--- src/rtl/control_sequencer_pkg.sv ---
// control_sequencer_pkg: shared states, opcodes, operand selects, alu codes and decode record
package control_sequencer_pkg;
  localparam logic [1:0] S_IDLE   = 2'd0;
  localparam logic [1:0] S_FETCH  = 2'd1;
  localparam logic [1:0] S_EXEC   = 2'd2;
  localparam logic [1:0] S_HALTED = 2'd3;

  localparam logic [6:0] OP_MOV_AB  = 7'h00;
  localparam logic [6:0] OP_MOV_BA  = 7'h01;
  localparam logic [6:0] OP_MOV_AL  = 7'h02;
  localparam logic [6:0] OP_MOV_BL  = 7'h03;
  localparam logic [6:0] OP_ADD_AB  = 7'h04;
  localparam logic [6:0] OP_ADD_BA  = 7'h05;
  localparam logic [6:0] OP_ADD_AL  = 7'h06;
  localparam logic [6:0] OP_SUB_AB  = 7'h07;
  localparam logic [6:0] OP_SHL_A   = 7'h08;
  localparam logic [6:0] OP_SHL_B   = 7'h09;
  localparam logic [6:0] OP_JMP     = 7'h0A;
  localparam logic [6:0] OP_NOP     = 7'h7E;
  localparam logic [6:0] OP_HALT    = 7'h7F;

  localparam logic [2:0] ALU_ADD = 3'b000;
  localparam logic [2:0] ALU_SUB = 3'b001;
  localparam logic [2:0] ALU_SHL = 3'b110;

  localparam logic [1:0] SA_ZERO = 2'd0;
  localparam logic [1:0] SA_REGA = 2'd1;
  localparam logic [1:0] SA_REGB = 2'd2;
  localparam logic [1:0] SB_ZERO = 2'd0;
  localparam logic [1:0] SB_REGB = 2'd1;
  localparam logic [1:0] SB_LIT  = 2'd2;

  typedef struct packed {
    logic       load_a;
    logic       load_b;
    logic [1:0] sel_a;
    logic [1:0] sel_b;
    logic [2:0] alu_op;
    logic       jmp;
    logic       halt;
    logic       illegal;
  } ctrl_t;

  function automatic ctrl_t mk(input logic la, input logic lb, input logic [1:0] sa,
                               input logic [1:0] sb, input logic [2:0] op);
    mk = '0;
    mk.load_a = la;
    mk.load_b = lb;
    mk.sel_a  = sa;
    mk.sel_b  = sb;
    mk.alu_op = op;
  endfunction
endpackage

--- src/rtl/control_sequencer_decoder.sv ---
// cs_decoder: maps the instruction opcode to register loads, operand selects and alu op
module cs_decoder
  import control_sequencer_pkg::*;
(
  input  logic       en,
  input  logic [6:0] opcode,
  output ctrl_t      ctrl
);
  always_comb begin
    ctrl = '0;
    case (opcode)
      OP_MOV_AB: ctrl = mk(1'b1, 1'b0, SA_ZERO, SB_REGB, ALU_ADD);
      OP_MOV_BA: ctrl = mk(1'b0, 1'b1, SA_REGA, SB_ZERO, ALU_ADD);
      OP_MOV_AL: ctrl = mk(1'b1, 1'b0, SA_ZERO, SB_LIT,  ALU_ADD);
      OP_MOV_BL: ctrl = mk(1'b0, 1'b1, SA_ZERO, SB_LIT,  ALU_ADD);
      OP_ADD_AB: ctrl = mk(1'b1, 1'b0, SA_REGA, SB_REGB, ALU_ADD);
      OP_ADD_BA: ctrl = mk(1'b0, 1'b1, SA_REGA, SB_REGB, ALU_ADD);
      OP_ADD_AL: ctrl = mk(1'b1, 1'b0, SA_REGA, SB_LIT,  ALU_ADD);
      OP_SUB_AB: ctrl = mk(1'b1, 1'b0, SA_REGA, SB_REGB, ALU_SUB);
      OP_SHL_A:  ctrl = mk(1'b1, 1'b0, SA_REGA, SB_ZERO, ALU_SHL);
      OP_SHL_B:  ctrl = mk(1'b0, 1'b1, SA_REGB, SB_ZERO, ALU_SHL);
      OP_JMP:    ctrl.jmp = 1'b1;
      OP_NOP:    ctrl.jmp = 1'b0;
      OP_HALT:   ctrl.halt = 1'b1;
      default:   ctrl.illegal = 1'b1;
    endcase
    ctrl = en ? ctrl : '0;
  end
endmodule

--- src/rtl/control_sequencer.sv ---
// control_sequencer: fetch/execute fsm driving a two-register datapath from instruction memory
module control_sequencer
  import control_sequencer_pkg::*;
#(
  parameter int PC_W = 8,
  parameter int IW   = 15
) (
  input  logic            clk,
  input  logic            reset,
  input  logic            run,
  output logic            im_req,
  output logic [PC_W-1:0] im_addr,
  input  logic            im_ack,
  input  logic [IW-1:0]   im_data,
  output logic            load_a,
  output logic            load_b,
  output logic [1:0]      sel_a,
  output logic [1:0]      sel_b,
  output logic [2:0]      alu_op,
  output logic [7:0]      literal,
  output logic [PC_W-1:0] pc,
  output logic            halted,
  output logic            illegal
);
  logic [1:0]    state;
  logic [IW-1:0] ir;
  ctrl_t         ctrl;

  cs_decoder u_dec (
    .en     (state == S_EXEC),
    .opcode (ir[IW-1 -: 7]),
    .ctrl   (ctrl)
  );

  assign im_req  = state == S_FETCH;
  assign im_addr = pc;
  assign halted  = state == S_HALTED;
  assign literal = ir[7:0];
  assign load_a  = ctrl.load_a;
  assign load_b  = ctrl.load_b;
  assign sel_a   = ctrl.sel_a;
  assign sel_b   = ctrl.sel_b;
  assign alu_op  = ctrl.alu_op;

  always_ff @(posedge clk) begin
    if (reset) begin
      state   <= S_IDLE;
      pc      <= '0;
      ir      <= '0;
      illegal <= 1'b0;
    end else begin
      case (state)
        S_IDLE: state <= run ? S_FETCH : S_IDLE;
        S_FETCH: if (im_ack) begin
          ir    <= im_data;
          pc    <= pc + 1'b1;
          state <= S_EXEC;
        end
        S_EXEC: begin
          if (ctrl.jmp) pc <= PC_W'(ir[7:0]);
          illegal <= illegal | ctrl.illegal;
          state   <= ctrl.halt ? S_HALTED : run ? S_FETCH : S_IDLE;
        end
        default: state <= S_HALTED;
      endcase
    end
  end
endmodule

--- config.mk ---
export PLATFORM = sky130hd
export DESIGN_NAME = control_sequencer
export DESIGN_NICKNAME = d
export VERILOG_FILES = /design/src/rtl/control_sequencer_pkg.sv /design/src/rtl/control_sequencer_decoder.sv /design/src/rtl/control_sequencer.sv
export SDC_FILE = /design/constraint.sdc
export NUM_CORES = 1
export LEC_CHECK = 0
export ABC_AREA = 0
export ABC_CLOCK_PERIOD_IN_PS = 3600
export CORE_ASPECT_RATIO = 0.7
export CORE_MARGIN = 3
export CORE_UTILIZATION = 49
export DETAILED_ROUTE_END_ITERATION = 7
export PLACE_DENSITY = 0.92
export SLEW_MARGIN = 15
export SYNTH_ARGS = -nofsm -noshare
export SYNTH_HDL_FRONTEND = slang
export SYNTH_SLANG_ARGS = --single-unit
export TNS_END_PERCENT = 10
--- constraint.sdc ---
create_clock -name clk -period 3.6 [get_ports clk]
set_clock_uncertainty 0.1 [all_clocks]
set_input_delay 0.72 -clock clk [delete_from_list [all_inputs] [get_ports clk]]
set_output_delay 0.72 -clock clk [all_outputs]
set_load 0.03 [all_outputs]
==> results of run 1 <==
-- per-layer routing --
layer / part of all wire (%) / GRT usage (%) / vias to the layer above / wire length (µm)
met5: 0 / 0 / - / 0
met4: 0.48 / 5.33 / 0 / 19
met3: 7.8 / 5.97 / 4 / 308
met2: 44 / 32.5 / 61 / 1760
met1: 47 / 30.3 / 691 / 1880
li1: - / - / 764 / -
-- metrics by stage --
| stage | power (mW) | std cells |
|---|---|---|
| final | 0.753 | 268 |
| after global routing | 0.789 | 268 |
| after detailed placement | 0.517 | 264 |
| after floorplan | 0.456 | 203 |
| after CTS | 0.758 | 268 |
| after global placement | 0.513 | 264 |
-- worst paths after layout --
check,end,slack (ns),cells after the start,startpoint
max,alu_op[1],0.18,5,state[0]
min,ir[1],0.38,2,ir[1]
max reg2reg,im_addr[5],1.57,6,state[0]
min reg2reg,ir[1],0.38,2,ir[1]
-- layout make-up --
class                   instances  area [µm²]
clock buffers                   3        41.3
clock inverters                 1        30.0
fillers                       250         881
inverters                       6        22.5
multi-input cells             140         875
flip-flops and latches         26         520
well taps                      36        45.0
repair buffers                 56         548
-- report_power, final --
group          internal (mW)  total, mW  switching (mW)
sequential             0.303      0.327          0.0243
combinational         0.0793      0.186           0.106
clock                  0.149      0.241          0.0919
total                  0.531      0.753           0.223
-- placed cells by master, fill, tap and decap left out, drive strengths merged, types with 3 or more instances in the layout --
| master | instances |
|---|---|
| clkdlybuf4s50 | 51 |
| a2111oi | 3 |
| nand3 | 6 |
| nand2b | 3 |
| nor2 | 12 |
| clkbuf | 3 |
| dfxtp | 26 |
| buf | 5 |
| and2 | 3 |
| a21oi | 23 |
| o31ai | 4 |
| inv | 6 |
| ha | 5 |
| nor3 | 7 |
| o21ai | 4 |
| nand2 | 38 |
| a211oi | 3 |
-- cell families after synthesis --
logic type,Yosys count,share of synthesized area [%]
AO/OA/AOI/OAI,53,24.6
adder cells (fa/ha/maj),6,4.53
buffers and inverters,37,12.8
flip-flops,26,32.5
multiplexers,1,0.626
AND/OR/NAND/NOR,80,24.9
-- worst max-delay path, cell delays in order, from the launching register on --
cell and delay [ns]:
dfxtp_1 0.35, inv_1 0.10, ha_1 0.20, or4b_1 0.69, nor3_2 0.28, clkdlybuf4s50_1 0.71
-- sequential cells by signal (all words and copies together) (netlist names) --
register / flops
im_addr: 8
state: 2
illegal: 1
ir: 15
==> qor.csv, run 1 <==
stage,metric,value,unit
outcome,status,completed,
power_and_ir_drop,power.leakage,0.667,nW
yosys,ys_seq_elements,26,
worst_setup_path,path_class,flip-flop to output port,
yosys,synth.distinct_cells,46,
sta,finalSetupTns,0,ns
worst_setup_path,start_kind,flip-flop,
cts,hold_buffers,0,
yosys,yosysSeqAreaShare,32.5,%
sta,tightestPinTransition,0.693,ns
placed_design,globalplace.congestion,0.860,
sta,relSlewSlack,53.3,%
sta,rsz0062_at_grt,no,
yosys,synth_ff_type,dfxtp_1,
global_routing,antenna_found_initial,0,
cts,htreeDepth,1,
global_routing,grt_pass1_vias,1370,
floorplanning,initial_utilization,54.0,%
placed_design,dp_slack,0.516,ns
cts,clock-sinks,26,
yosys,synthTopCellsByCount,"38 x nand2_1, 26 x dfxtp_1, 23 x a21oi_1",
floorplanning,num_rows,16,
yosys,synthArstFlopShare,0,%
power_and_ir_drop,power.density,362,nW/µm²
detailed_routing,dr.pass1.iters,4,
yosys,syn_area_per_cell,7.88,µm²
yosys,synthesis.nets,227,
detailed_routing,routedWlPerCell,14.8,µm
placed_design,dp_hpwl,2960,µm
worst_setup_path,arrival,2.60,ns
cts,ctsLongestPathBuffers,2,
power_and_ir_drop,peakVddDrop,0.263,mV
detailed_routing,detail-route-antenna-nets,0,
placed_design,placed_cell_area,2010,µm²
worst_setup_path,crit_required,2.78,ns
final_layout,drive_gt1_share,6.90,%
yosys,yosysTopAreaCell,dfxtp_1,
yosys,synth_edf_count,0,
placed_design,port_buffers,54,
final_layout,design_area,2080,µm²
sta,setup_viol,0,
cts,root_buffer,clkbuf_8,
cts,post_cts_buffers,0,
worst_setup_path,cp-end-kind,output port,
cts,cts_tree,yes,
floorplanning,io_pins,55,
global_routing,grt_pass1_wl,6530,µm
sta,min_period,3.42,ns
sta,final_max_slew_viol_count,0,
yosys,synthCells,203,
global_routing,overflow,0,
floorplanning,die_h,53.8,µm
sta,hold_viol_final,0,
global_routing,grt_max_degree,23,
cts,cts_buffers,3,
global_routing,grt_usage,21.5,%
cts,clk_pin_slew_worst_paths,0.09,ns
detailed_routing,vias,1520,
floorplanning,dieArea,4000,µm²
cts,clk_latency,0.27,ns
final_layout,synthToLayoutAreaGrowth,30.1,%
flow_run,max_cap_viol_count,0,
yosys,yosys-top-cells-area,"dfxtp_1 33%, nand2_1 8.9%, buf_4 8.0%",
yosys,synthMostInstantiatedCell,nand2_1,
floorplanning,die_width,74.3,µm
sta,fin_crit_sh,95.1,%
detailed_routing,drc,0,
sta,finalWorstSetupSlack,0.177,ns
final_layout,n_antenna_cell,0,
worst_setup_path,cp_max_fo,9,
final_layout,num-nets-final,257,
detailed_routing,drt_wl_total,3970,µm
cts,ctsResizeCount,0,
yosys,syn_area,1600,µm²
yosys,synth_top_area_share,32.5,%
final_layout,finish.utilization,70.3,%
detailed_routing,via_per_inst,5.67,
sta,whs,0.381,ns
yosys,yosys_warnings,0,
min_path,worstHoldPathType,flip-flop to flip-flop,
floorplanning,coreArea,2960,µm²
sta,fmaxAchievable,292,MHz
detailed_routing,dr.first_iter.drc_count,131,
(Power assumes the default switching activity.)
==> run 2, diff against run 1 <==
SLEW_MARGIN = 10   (was 15)
==> results of run 2 <==
The final DEF is identical to that of run 1; final timing and power are the same.
==> run 3, diff against run 2 <==
CTS_CLUSTER_SIZE = 10   (was default)
==> results of run 3 <==
The final DEF is identical to that of run 1; final timing and power are the same.
